`src/rtl/muldiv_pkg.sv`:
```
`default_nettype none
// ============================================================================
// Module      : muldiv_pkg
// Description : Shared op and state encodings for the multiply/divide unit.
// Revision    : 1.0
// ============================================================================
package muldiv_pkg;

    localparam logic [1:0] OP_MULT  = 2'b00;
    localparam logic [1:0] OP_MULTU = 2'b01;
    localparam logic [1:0] OP_DIV   = 2'b10;
    localparam logic [1:0] OP_DIVU  = 2'b11;

    localparam logic [1:0] S_IDLE   = 2'd0;
    localparam logic [1:0] S_RUN    = 2'd1;
    localparam logic [1:0] S_FINISH = 2'd2;

    function automatic logic op_is_div(input logic [1:0] op);
        return op[1];
    endfunction

    function automatic logic op_is_signed(input logic [1:0] op);
        return ~op[0];
    endfunction

endpackage
`default_nettype wire

```
`src/rtl/muldiv_seq_if.sv`:
```
`default_nettype none
// ============================================================================
// Module      : muldiv_seq_if
// Description : Start/done handshake and result bus of the multiply/divide unit.
// Revision    : 1.0
// ============================================================================
interface muldiv_seq_if #(
    parameter int WIDTH = 32
);
    logic             start;
    logic [1:0]       op;
    logic [WIDTH-1:0] a;
    logic [WIDTH-1:0] b;
    logic             abort;
    logic             busy;
    logic             done;
    logic             div_zero;
    logic [WIDTH-1:0] hi;
    logic [WIDTH-1:0] lo;

    modport master (
        output start, op, a, b, abort,
        input  busy, done, div_zero, hi, lo
    );

    modport slave (
        input  start, op, a, b, abort,
        output busy, done, div_zero, hi, lo
    );
endinterface
`default_nettype wire

```
`src/rtl/muldiv_step.sv`:
```
`default_nettype none
// ============================================================================
// Module      : muldiv_step
// Description : One combinational shift-add (multiply) or restoring (divide) step.
// Revision    : 1.0
// ============================================================================
module muldiv_step #(
    parameter int WIDTH = 32
) (
    input  wire logic               is_div_i,
    input  wire logic [2*WIDTH-1:0] acc_i,
    input  wire logic [WIDTH-1:0]   opnd_i,
    output logic      [2*WIDTH-1:0] acc_o
);

    logic [WIDTH:0] sum;
    logic [WIDTH:0] trial;
    logic [WIDTH:0] diff;

    // acc holds {partial product, multiplier} or {remainder, dividend/quotient}
    always_comb begin
        sum   = {1'b0, acc_i[2*WIDTH-1:WIDTH]} + {1'b0, (acc_i[0] ? opnd_i : {WIDTH{1'b0}})};
        trial = {acc_i[2*WIDTH-1:WIDTH], acc_i[WIDTH-1]};
        diff  = trial - {1'b0, opnd_i};
        if (is_div_i) begin
            if (diff[WIDTH]) begin
                acc_o = {trial[WIDTH-1:0], acc_i[WIDTH-2:0], 1'b0};
            end else begin
                acc_o = {diff[WIDTH-1:0], acc_i[WIDTH-2:0], 1'b1};
            end
        end else begin
            acc_o = {sum, acc_i[WIDTH-1:1]};
        end
    end

endmodule
`default_nettype wire

```
`src/rtl/muldiv_seq.sv`:
```
`default_nettype none
// ============================================================================
// Module      : muldiv_seq
// Description : Sequential signed/unsigned multiply and divide feeding HIGH/LOW.
// Revision    : 1.0
// ============================================================================
module muldiv_seq
    import muldiv_pkg::*;
#(
    parameter int WIDTH = 32,
    parameter int CNT_W = $clog2(WIDTH+1)
) (
    input wire logic    clk,
    input wire logic    reset,
    muldiv_seq_if.slave bus
);

    logic [1:0]         state_q, state_d;
    logic [CNT_W-1:0]   cnt_q;
    logic [2*WIDTH-1:0] acc_q, acc_step;
    logic [WIDTH-1:0]   opnd_q, hi_q, lo_q;
    logic               is_div_q, qneg_q, rneg_q, dz_q, done_q, div_zero_q;
    logic               start_sgn, start_div;
    logic [2*WIDTH-1:0] prod_fix;
    logic [WIDTH-1:0]   res_hi, res_lo;

    function automatic logic [WIDTH-1:0] mag(input logic [WIDTH-1:0] v, input logic sgn);
        return (sgn && v[WIDTH-1]) ? -v : v;
    endfunction

    muldiv_step #(.WIDTH(WIDTH)) u_step (
        .is_div_i (is_div_q),
        .acc_i    (acc_q),
        .opnd_i   (opnd_q),
        .acc_o    (acc_step)
    );

    always_ff @(posedge clk or negedge reset) begin
        if (!reset) begin
            state_q <= S_IDLE;
        end else begin
            state_q <= state_d;
        end
    end

    always_comb begin
        state_d = state_q;
        case (state_q)
            S_IDLE: begin
                if (bus.start) begin
                    state_d = (op_is_div(bus.op) && (bus.b == '0)) ? S_FINISH : S_RUN;
                end
            end
            S_RUN: begin
                if (bus.abort) begin
                    state_d = S_IDLE;
                end else if (cnt_q == CNT_W'(1)) begin
                    state_d = S_FINISH;
                end
            end
            default: state_d = S_IDLE;
        endcase
    end

    always_comb begin
        bus.busy     = (state_q != S_IDLE);
        bus.done     = done_q;
        bus.div_zero = div_zero_q;
        bus.hi       = hi_q;
        bus.lo       = lo_q;
    end

    // Magnitudes are iterated; signs are restored once the last step is done.
    always_comb begin
        start_sgn = op_is_signed(bus.op);
        start_div = op_is_div(bus.op);
        prod_fix  = qneg_q ? -acc_q : acc_q;
        if (is_div_q) begin
            res_lo = qneg_q ? -acc_q[WIDTH-1:0] : acc_q[WIDTH-1:0];
            res_hi = rneg_q ? -acc_q[2*WIDTH-1:WIDTH] : acc_q[2*WIDTH-1:WIDTH];
        end else begin
            res_lo = prod_fix[WIDTH-1:0];
            res_hi = prod_fix[2*WIDTH-1:WIDTH];
        end
    end

    always_ff @(posedge clk or negedge reset) begin
        if (!reset) begin
            cnt_q      <= '0;
            acc_q      <= '0;
            opnd_q     <= '0;
            hi_q       <= '0;
            lo_q       <= '0;
            is_div_q   <= 1'b0;
            qneg_q     <= 1'b0;
            rneg_q     <= 1'b0;
            dz_q       <= 1'b0;
            done_q     <= 1'b0;
            div_zero_q <= 1'b0;
        end else begin
            done_q     <= 1'b0;
            div_zero_q <= 1'b0;
            case (state_q)
                S_IDLE: begin
                    if (bus.start) begin
                        is_div_q <= start_div;
                        qneg_q   <= start_sgn & (bus.a[WIDTH-1] ^ bus.b[WIDTH-1]);
                        rneg_q   <= start_sgn & bus.a[WIDTH-1];
                        dz_q     <= start_div && (bus.b == '0);
                        cnt_q    <= CNT_W'(WIDTH);
                        if (start_div) begin
                            acc_q  <= {{WIDTH{1'b0}}, mag(bus.a, start_sgn)};
                            opnd_q <= mag(bus.b, start_sgn);
                        end else begin
                            acc_q  <= {{WIDTH{1'b0}}, mag(bus.b, start_sgn)};
                            opnd_q <= mag(bus.a, start_sgn);
                        end
                    end
                end
                S_RUN: begin
                    if (!bus.abort) begin
                        acc_q <= acc_step;
                        cnt_q <= cnt_q - CNT_W'(1);
                    end
                end
                S_FINISH: begin
                    if (!bus.abort) begin
                        done_q <= 1'b1;
                        if (dz_q) begin
                            div_zero_q <= 1'b1;
                        end else begin
                            hi_q <= res_hi;
                            lo_q <= res_lo;
                        end
                    end
                end
                default: ;
            endcase
        end
    end

endmodule
`default_nettype wire

```
`src/flat_wrapper.sv`:
```
// flat-port wrapper written by rule: the top's interface ports become plain ports
module muldiv_seq_flat import muldiv_pkg::*;
#(
    parameter int WIDTH = 32,
    parameter int CNT_W = $clog2(WIDTH+1)
)
  (clk, reset, bus_start, bus_op, bus_a, bus_b, bus_abort, bus_busy, bus_done, bus_div_zero, bus_hi, bus_lo);
  muldiv_seq_if #(.WIDTH(WIDTH)) bus_i ();
  input wire logic clk;
  input wire logic reset;
  input wire logic [$bits(bus_i.start)-1:0] bus_start;
  input wire logic [$bits(bus_i.op)-1:0] bus_op;
  input wire logic [$bits(bus_i.a)-1:0] bus_a;
  input wire logic [$bits(bus_i.b)-1:0] bus_b;
  input wire logic [$bits(bus_i.abort)-1:0] bus_abort;
  output wire logic [$bits(bus_i.busy)-1:0] bus_busy;
  output wire logic [$bits(bus_i.done)-1:0] bus_done;
  output wire logic [$bits(bus_i.div_zero)-1:0] bus_div_zero;
  output wire logic [$bits(bus_i.hi)-1:0] bus_hi;
  output wire logic [$bits(bus_i.lo)-1:0] bus_lo;
  assign bus_i.start = bus_start;
  assign bus_i.op = bus_op;
  assign bus_i.a = bus_a;
  assign bus_i.b = bus_b;
  assign bus_i.abort = bus_abort;
  assign bus_busy = bus_i.busy;
  assign bus_done = bus_i.done;
  assign bus_div_zero = bus_i.div_zero;
  assign bus_hi = bus_i.hi;
  assign bus_lo = bus_i.lo;
  muldiv_seq #(.WIDTH(WIDTH), .CNT_W(CNT_W)) u_core (.clk(clk), .reset(reset), .bus(bus_i));
endmodule
```
`config.mk`:
```
export PLATFORM = sky130hd
export DESIGN_NAME = muldiv_seq_flat
export DESIGN_NICKNAME = d
export VERILOG_FILES = /design/src/rtl/muldiv_pkg.sv /design/src/rtl/muldiv_seq_if.sv /design/src/rtl/muldiv_step.sv /design/src/rtl/muldiv_seq.sv /design/src/flat_wrapper.sv
export SDC_FILE = /design/constraint.sdc
export NUM_CORES = 1
export LEC_CHECK = 0
export BUFFER_PORTS_ARGS = -buffer_cell sky130_fd_sc_hd__buf_2
export CAP_MARGIN = 20
export CORE_MARGIN = 5
export CORE_UTILIZATION = 50
export CTS_CLUSTER_DIAMETER = 120
export DETAILED_ROUTE_END_ITERATION = 7
export PLACE_DENSITY = 0.65
export RECOVER_POWER = 25
export SYNTH_ARGS = -nofsm -noshare
export SYNTH_HDL_FRONTEND = slang
export SYNTH_SLANG_ARGS = --single-unit
```
`constraint.sdc`:
```
create_clock -name clk -period 4.55 [get_ports clk]
set_input_delay 0.91 -clock clk [delete_from_list [all_inputs] [get_ports clk]]
set_output_delay 0.91 -clock clk [all_outputs]
set_load 0.01 [all_outputs]
```
==> metrics.cfg, run 1 <==
[status]
status = finished, violations left
violations = capacitance limit, slew limit

[placement]
io_buffers = 136
place_hpwl_um = 36290
globalplace.congestion = 1.014
placed_area_mm2 = 0.01567

[drt]
detail_route.first_pass.iterations = 7
ant_nets = 0
wirelength_um = 47240
drcViolationCount = 0
vias_per_cell = 6.020
wire_per_inst_um = 20.13
drt_iter0_markers = 1201
num_vias = 14120

[timing]
period_needed_ns = 3.932
finalHoldViolations = 0
slew-limit-headroom_pct = -83.91
maxSlewViolCount = 142
fin_skew_ns = 0.01595
rsz0062_at_grt = false
setup_tns_ns = 0
timing.final.crit_share_pct = 86.42
tightestPinTransition_ns = 2.759
setup_violations = 0
max_freq_ghz = 0.2543

[yosys]
synth.top_cells.by_area = dfrtp_1, ha_1, nand2_1
synth_area_leader_cell = dfrtp_1
ys_ff_latch = 174
avgSynthCellArea_um2 = 7.842
synthesis.nets = 2006
syn_area_mm2 = 0.01462
synth_ff_type = dfrtp_1
ys_seq_area_share_pct = 29.79
yosys_warnings = 0
synthArstFlopShare_pct = 100.0
synth_edf_count = 0
ys_types = 84
netlist_instances = 1864
synth_top_area_share_pct = 29.79

[job]
maxCapViolations = 2

[layout]
mostFrequentLayoutCell = nand2_1
stdcell_area_mm2 = 0.01627
mostFrequentLayoutCells = nand2_1, nor2_1, dfrtp_1
antenna-diode-count = 0
finalNetCount = 2091
syn2layout_area_growth_pct = 11.32
drive_above_1_share_pct = 12.74

[floorplan]
rows = 62
die_w_um = 181.0
io_pins = 137
die_h_um = 181.0
coreArea_mm2 = 0.02878
start_util_pct = 50.79
design.die.area_mm2 = 0.03276

[clock_tree]
cts-hold-fix-buffers = 0
clk_latency_ns = 0.46
numCtsBuffers = 17
clkSinkCount = 174
cts_setup_buffers = 0
htreeDepth = 4
clockBufferDepth = 2
cts-root-buf = clkbuf_16
ctsResizeCount = 0
clk_pin_slew_worst_paths_ns = 0.08
cts_tree = built

[critical_path]
worstPathRequired_ns = 4.94
worstSetupPathType = flop to flop
critical_path.max_fanout = 20
worstSetupStartpointType = flop
arrival_ns = 4.32
cp-end-kind = flop

[global_route]
met2_usage_pct = 44.79
grt.busiest_layer = met2
grt_max_degree = 129
antenna_found_initial = 0
use_met1_pct = 39.28
grt_pass1_vias = 13150
grt_remaining_overflow = 0
met3_usage_pct = 4.162
grt_pass1_wl_um = 73560
grt_usage_pct = 28.11

[pwr]
ir_drop_mv = 0.4848
leakage_nw = 7.277
power_density_mw_per_mm2 = 669.9

[min_path]
hp-class = input port to asynchronous set/reset pin

[state kept, by name, indices dropped and copies added, names as in the netlist]
signal,cells
u_core.state_q,2
u_core.acc_q,64
u_core.bus.done,1
u_core.bus.lo,32
u_core.opnd_q,32
u_core.dz_q,1
u_core.bus.div_zero,1
u_core.qneg_q,1
u_core.bus.hi,32
u_core.rneg_q,1
u_core.is_div_q,1
u_core.cnt_q,6
[final cells by class]
| class | instances | area, µm² |
|---|---|---|
| Sequential cell | 174 | 4355 |
| Multi-Input combinational cell | 1520 | 9635 |
| Inverter | 67 | 251.5 |
| Clock inverter | 13 | 143.9 |
| Tap cell | 384 | 480.5 |
| Fill cell | 2804 | 12510 |
| Clock buffer | 19 | 452.9 |
| Timing Repair Buffer | 169 | 953.4 |
[path summary, 6_finish.rpt]
kind	startpoint	to	slack (ns)	cells after the start
hold / removal	reset	u_core.bus.lo[11]	0.36	1
setup / recovery	u_core.acc_q[0]	u_core.acc_q[56]	0.62	13
setup reg to reg	u_core.acc_q[0]	u_core.acc_q[56]	0.62	13
max in group asynchronous	reset	u_core.acc_q[21]	1.24	2
min in group clk	u_core.bus.hi[3]	u_core.bus.hi[3]	0.47	2
hold reg to reg	u_core.bus.hi[3]	u_core.bus.hi[3]	0.47	2
[report_power, final]
group	switching [W]	leakage [nW]	total, W	internal [W]
combinational	0.00392	4.73	0.00653	0.00261
sequential	0.000834	2.25	0.00286	0.00202
clock	0.000748	0.293	0.00151	0.000764
[logic make-up after synthesis]
logic type | count (synthesis) | synth area share [%]
buffers and inverters | 170 | 4.451
DFF | 174 | 29.79
xor gates and xnor gates | 173 | 10.42
adders and majority gates | 72 | 6.266
and+or+nand+nor | 641 | 20.69
AOI/OAI and AO/OA | 565 | 23.59
muxes | 69 | 4.802
[cell usage after synthesis (5+ instances only)]
master,n
inv_1,66
o22ai_1,5
o21ai_1,48
nor2_1,183
a21oi_1,163
dfrtp_1,174
and3_1,8
a21o_1,25
or4_1,8
nor2b_1,18
o41ai_1,10
xnor2_1,94
nand2b_1,28
or3_1,19
ha_1,70
o31ai_1,21
nand4_1,12
a211oi_1,15
o21ai_0,158
xor2_1,78
nand2_1,227
o21a_1,9
buf_1,10
nor4_1,17
mux2i_1,60
a22oi_1,9
and2_1,12
clkbuf_1,87
or2_2,6
o211ai_1,21
nand3_1,27
nor3b_1,5
nor3_1,47
o221ai_1,8
mux2_2,6
a31oi_1,19
[worst max-delay path, cell delays in order, from the launching register on]
cell      delay, ns
dfrtp_1        0.46
inv_1          0.59
nor2_1         0.12
ha_1           0.38
o21ai_1        0.09
o21ai_1        0.28
and2_2         0.25
a21oi_1        0.12
or3_1          0.33
o211ai_1       0.15
nand3_1        0.17
a311o_1        0.39
or3_1          0.37
a31oi_1        0.15
[layer usage]
| layer | part of all wire, % | vias up | wire, µm |
|---|---|---|---|
| li1 | - | 6814 | - |
| met1 | 45 | 6717 | 21080 |
| met2 | 45 | 511 | 21410 |
| met3 | 7.1 | 82 | 3344 |
| met4 | 3.0 | 0 | 1400 |
| met5 | 0 | - | 0 |
[per-stage QoR]
step	hold WS [ns]	util, %	setup WS, ns	total power, W	cells
finish	0.3591	56.54	0.6177	0.01090	2346
global route	0.4042	56.54	0.4242	0.01163	2346
CTS	0.4824	56.51	0.6863	0.01082	2344
detailed placement	0.4653	54.44	0.7082	0.009288	2312
global placement	0.4563	54.44	0.7411	0.009210	2312
floorplan	0.4469	-	1.299	0.007369	1864
Note: power is estimated with default switching activity, not from simulation.
==> run 2: changes to the inputs <==
--- a/config.mk
+++ b/config.mk
@@ -9,3 +9,3 @@
 export CAP_MARGIN = 20
-export CORE_MARGIN = 5
+export CORE_MARGIN = 4
 export CORE_UTILIZATION = 50
==> constraint.sdc (replaced) <==
create_clock -name clk -period 4.55 [get_ports clk]
set_input_delay 0.455 -clock clk [delete_from_list [all_inputs] [get_ports clk]]
set_output_delay 0.455 -clock clk [all_outputs]
set_load 0.01 [all_outputs]
==> run 2 against run 1 <==
  * The flow still finishes with violations (capacitance limit, slew limit)
  * Global-route usage rose by 1.1 points
  * Sequential cell count did not move
  * Cell area is 0.18% higher
  * Non-clock buffer count unchanged
  * Routed wire length shrank 0.17%
  * Worst setup slack lost 0.0045 ns
  * First-iteration DRC count rose by 0.33%
  * Fmax down 0.12%
  * Clock power about the same
  * Clock skew rose by 0.0010 ns
  * Highest routed layer unchanged
  * Sequential share of layout area about the same
==> metrics.cfg, run 2 (synthesis results as in run 1) <==
[pwr]
ir_drop_mv = 0.3276  ; was 0.4848 mV
p_comb_share_pct = 59.8  ; was 59.9%
power_switching_w = 0.005463  ; was 0.005501 W
p_clk_share_pct = 14.1  ; was 13.9%
swShare_pct = 50.02  ; was 50.46%
internal_power_w = 0.005457  ; was 0.005401 W
leakage_nw = 7.278  ; was 7.277 nW
power_density_mw_per_mm2 = 669.9  ; about the same
power_frac_seq_pct = 26.1  ; was 26.2%

[critical_path]
worstPathRequired_ns = 4.91  ; was 4.94 ns
path_cells = inv_1 -> buf_4 -> nor2_1 -> ha_1 -> nand3_1 -> nor2_1 -> a21oi_1 -> or3_1 -> o211ai_1 -> nand3_1 -> a311o_1 -> or3_1 -> a31oi_1  ; was inv_1 -> nor2_1 -> ha_1 -> o21ai_1 -> o21ai_1 -> and2_2 -> a21oi_1 -> or3_1 -> o211ai_1 -> nand3_1 -> a311o_1 -> or3_1 -> a31oi_1
rr_worst_depth = 13  ; unchanged
cp_slowest_cell = inv_1  ; unchanged
worst_path_largest_cell_delay_ns = 0.57  ; was 0.59 ns
worstSetupStartpointType = flop  ; unchanged
r2r_slack_ns = 0.61  ; was 0.62 ns
cp-end-kind = flop  ; unchanged
critical_path.max_fanout = 17  ; was 20
worstSetupPathType = flop to flop  ; unchanged
arrival_ns = 4.30  ; was 4.32 ns
rr_startpoint = u_core.acc_q[0]  ; unchanged
timing.rr.end = u_core.acc_q[56]  ; unchanged

[layout]
antenna-diode-count = 0  ; unchanged
mostFrequentLayoutCells = nand2_1, nor2_1, dfrtp_1  ; unchanged
drive_above_1_share_pct = 12.64  ; was 12.74%
final-seq-area_mm2 = 0.004355  ; unchanged
finalNetCount = 2091  ; unchanged
nFillCells = 2758  ; was 2,804
syn2layout_area_growth_pct = 11.52  ; was 11.32%
largest_reg_flops = 64  ; unchanged
stdcell_area_mm2 = 0.01630  ; was 0.01627 mm²
fin_cells = 2346  ; unchanged
regMostFlops = u_core.acc_q  ; unchanged
mostFrequentLayoutCell = nand2_1  ; unchanged
multi_input_comb_area_mm2 = 0.009635  ; unchanged

[min_path]
min_path_cells = 2
hold_end = u_core.qneg_q
hp-class = input port to flop  ; was input port to asynchronous set/reset pin
hp-start = bus_op[0]

[global_route]
grt_remaining_overflow = 0  ; unchanged
grt_pass1_vias = 13150  ; about the same
grt_pass1_wl_um = 73110  ; was 73,560 µm
grt_usage_pct = 29.25  ; was 28.11%
antenna_found_initial = 0  ; unchanged
grt_max_degree = 129  ; unchanged

[status]
status = finished, violations left  ; unchanged
violations = capacitance limit, slew limit  ; unchanged

[clock_tree]
clockBufferDepth = 2  ; unchanged
cts-root-buf = clkbuf_16  ; unchanged
cts_setup_buffers = 0  ; unchanged
numCtsBuffers = 17  ; unchanged
clkSinkCount = 174  ; unchanged
cts_tree = built  ; unchanged
clk_latency_ns = 0.45  ; was 0.46 ns
ctsResizeCount = 0  ; unchanged
htreeDepth = 4  ; unchanged
clk_pin_slew_worst_paths_ns = 0.08  ; about the same

[floorplan]
die_w_um = 179.0  ; was 181.0 µm
rows = 62  ; unchanged
die_h_um = 179.0  ; was 181.0 µm
start_util_pct = 50.79  ; unchanged
coreArea_mm2 = 0.02878  ; unchanged
design.die.area_mm2 = 0.03204  ; was 0.03276 mm²
io_pins = 137  ; unchanged

[drt]
ant_nets = 0  ; unchanged
drcViolationCount = 0  ; unchanged
detail_route.first_pass.iterations = 8  ; was 7
num_vias = 14010  ; was 14.12k
wirelength_um = 47160  ; was 47,240 µm
drt_iter0_markers = 1205  ; was 1,201
vias_per_cell = 5.974  ; was 6.020
wire_per_inst_um = 20.10  ; was 20.13 µm

[timing]
slew-limit-headroom_pct = -40.92  ; was -83.91%
timing.final.crit_share_pct = 86.52  ; was 86.42%
period_needed_ns = 3.937  ; was 3.932 ns
max_freq_ghz = 0.2540  ; was 0.2543 GHz
setup_tns_ns = 0  ; unchanged
setup_violations = 0  ; unchanged
tightestPinTransition_ns = 2.114  ; was 2.759 ns
finalHoldViolations = 0  ; unchanged
maxSlewViolCount = 33  ; was 142
fin_skew_ns = 0.01696  ; was 0.01595 ns
rsz0062_at_grt = false  ; unchanged

[placement]
place_hpwl_um = 35670  ; was 36,290 µm
placed_area_mm2 = 0.01564  ; was 0.01567 mm²
place_inst = 2310  ; was 2,312
globalplace.congestion = 0.9555  ; was 1.014
io_buffers = 136  ; unchanged

[job]
maxCapViolations = 1  ; was 2

==> run 2: cell types whose count changed in the layout (fill, tap and decap cells not counted), moves of 2 or more <==
cell,before,now
clkinv_8,3,0
clkinvlp_4,0,3
bufinv_16,0,2
clkinv_4,3,1
inv_8,3,1
==> run 2: critical path: cells and delay by family (launching register included) <==
| kind | cells | cell delay, ns |
|---|---|---|
| AND/OR/NAND/NOR | 6 | 1.30 |
| flip-flops | 1 | 0.46 |
| AO/OA/AOI/OAI | 4 | 0.88 |
| buffers and inverters | 2 | 0.82 |
| adder cells (fa/ha/maj) | 1 | 0.39 |
==> run 2: area by class of cell <==
class / instances / area share [%]
timing repair buffer: 169 / 6.048
multi-input combinational: 1520 / 59.11
clock buffer: 20 / 2.740
sequential: 174 / 26.72
clock inverter: 12 / 0.8980
tap: 384 / 2.947
inverter: 67 / 1.543
==> run 2: worst max-delay path by stage <==
stage	start	to	slack, ns	cells after the start
2_1_floorplan	u_core.acc_q[0]	u_core.acc_q[56]	1.30	15
3_3_place_gp	u_core.acc_q[0]	u_core.acc_q[61]	0.78	14
3_5_place_dp	u_core.acc_q[0]	u_core.acc_q[56]	0.71	13
4_1_cts	u_core.acc_q[0]	u_core.acc_q[56]	0.68	13
5_1_grt	u_core.acc_q[0]	u_core.acc_q[62]	0.35	13
6_report	u_core.acc_q[0]	u_core.acc_q[56]	0.61	13
==> run 2: what timing repair did <==
item                       4_1_cts  5_1_grt
hold endpoints to repair         0       32
hold buffers                     0        1
setup endpoints to repair        0        0
==> run 2: layer usage <==
layer  vias up  GRT usage, %  wire length (µm)
met5         -             0                 0
met4         0         9.946              1671
met3       108         3.606              3443
met2       574         47.04             20990
met1      6537         40.83             21050
li1       6795             -                 -
==> run 2: metrics by stage <==
step	util, %	hold WS (ns)	setup slack, ns	power, W
2_1_floorplan	-	0.1594	1.299	0.007369
3_3_place_gp	54.34	0.4548	0.7832	0.009188
3_5_place_dp	54.34	0.4645	0.7079	0.009248
4_1_cts	56.40	0.2097	0.6770	0.01081
5_1_grt	56.64	0.3147	0.3500	0.01169
6_report	56.64	0.2867	0.6131	0.01092
==> run 2: power groups by stage <==
| stage | logic (W) | clock network (W) | registers, W |
|---|---|---|---|
| 2_1_floorplan | 0.00485 | 0 | 0.00252 |
| 3_5_place_dp | 0.00641 | 0 | 0.00284 |
| 4_1_cts | 0.00645 | 0.00156 | 0.00281 |
| 6_report | 0.00653 | 0.00154 | 0.00285 |
| 5_1_grt | 0.00718 | 0.00161 | 0.00290 |
| 3_3_place_gp | 0.00636 | 0 | 0.00283 |
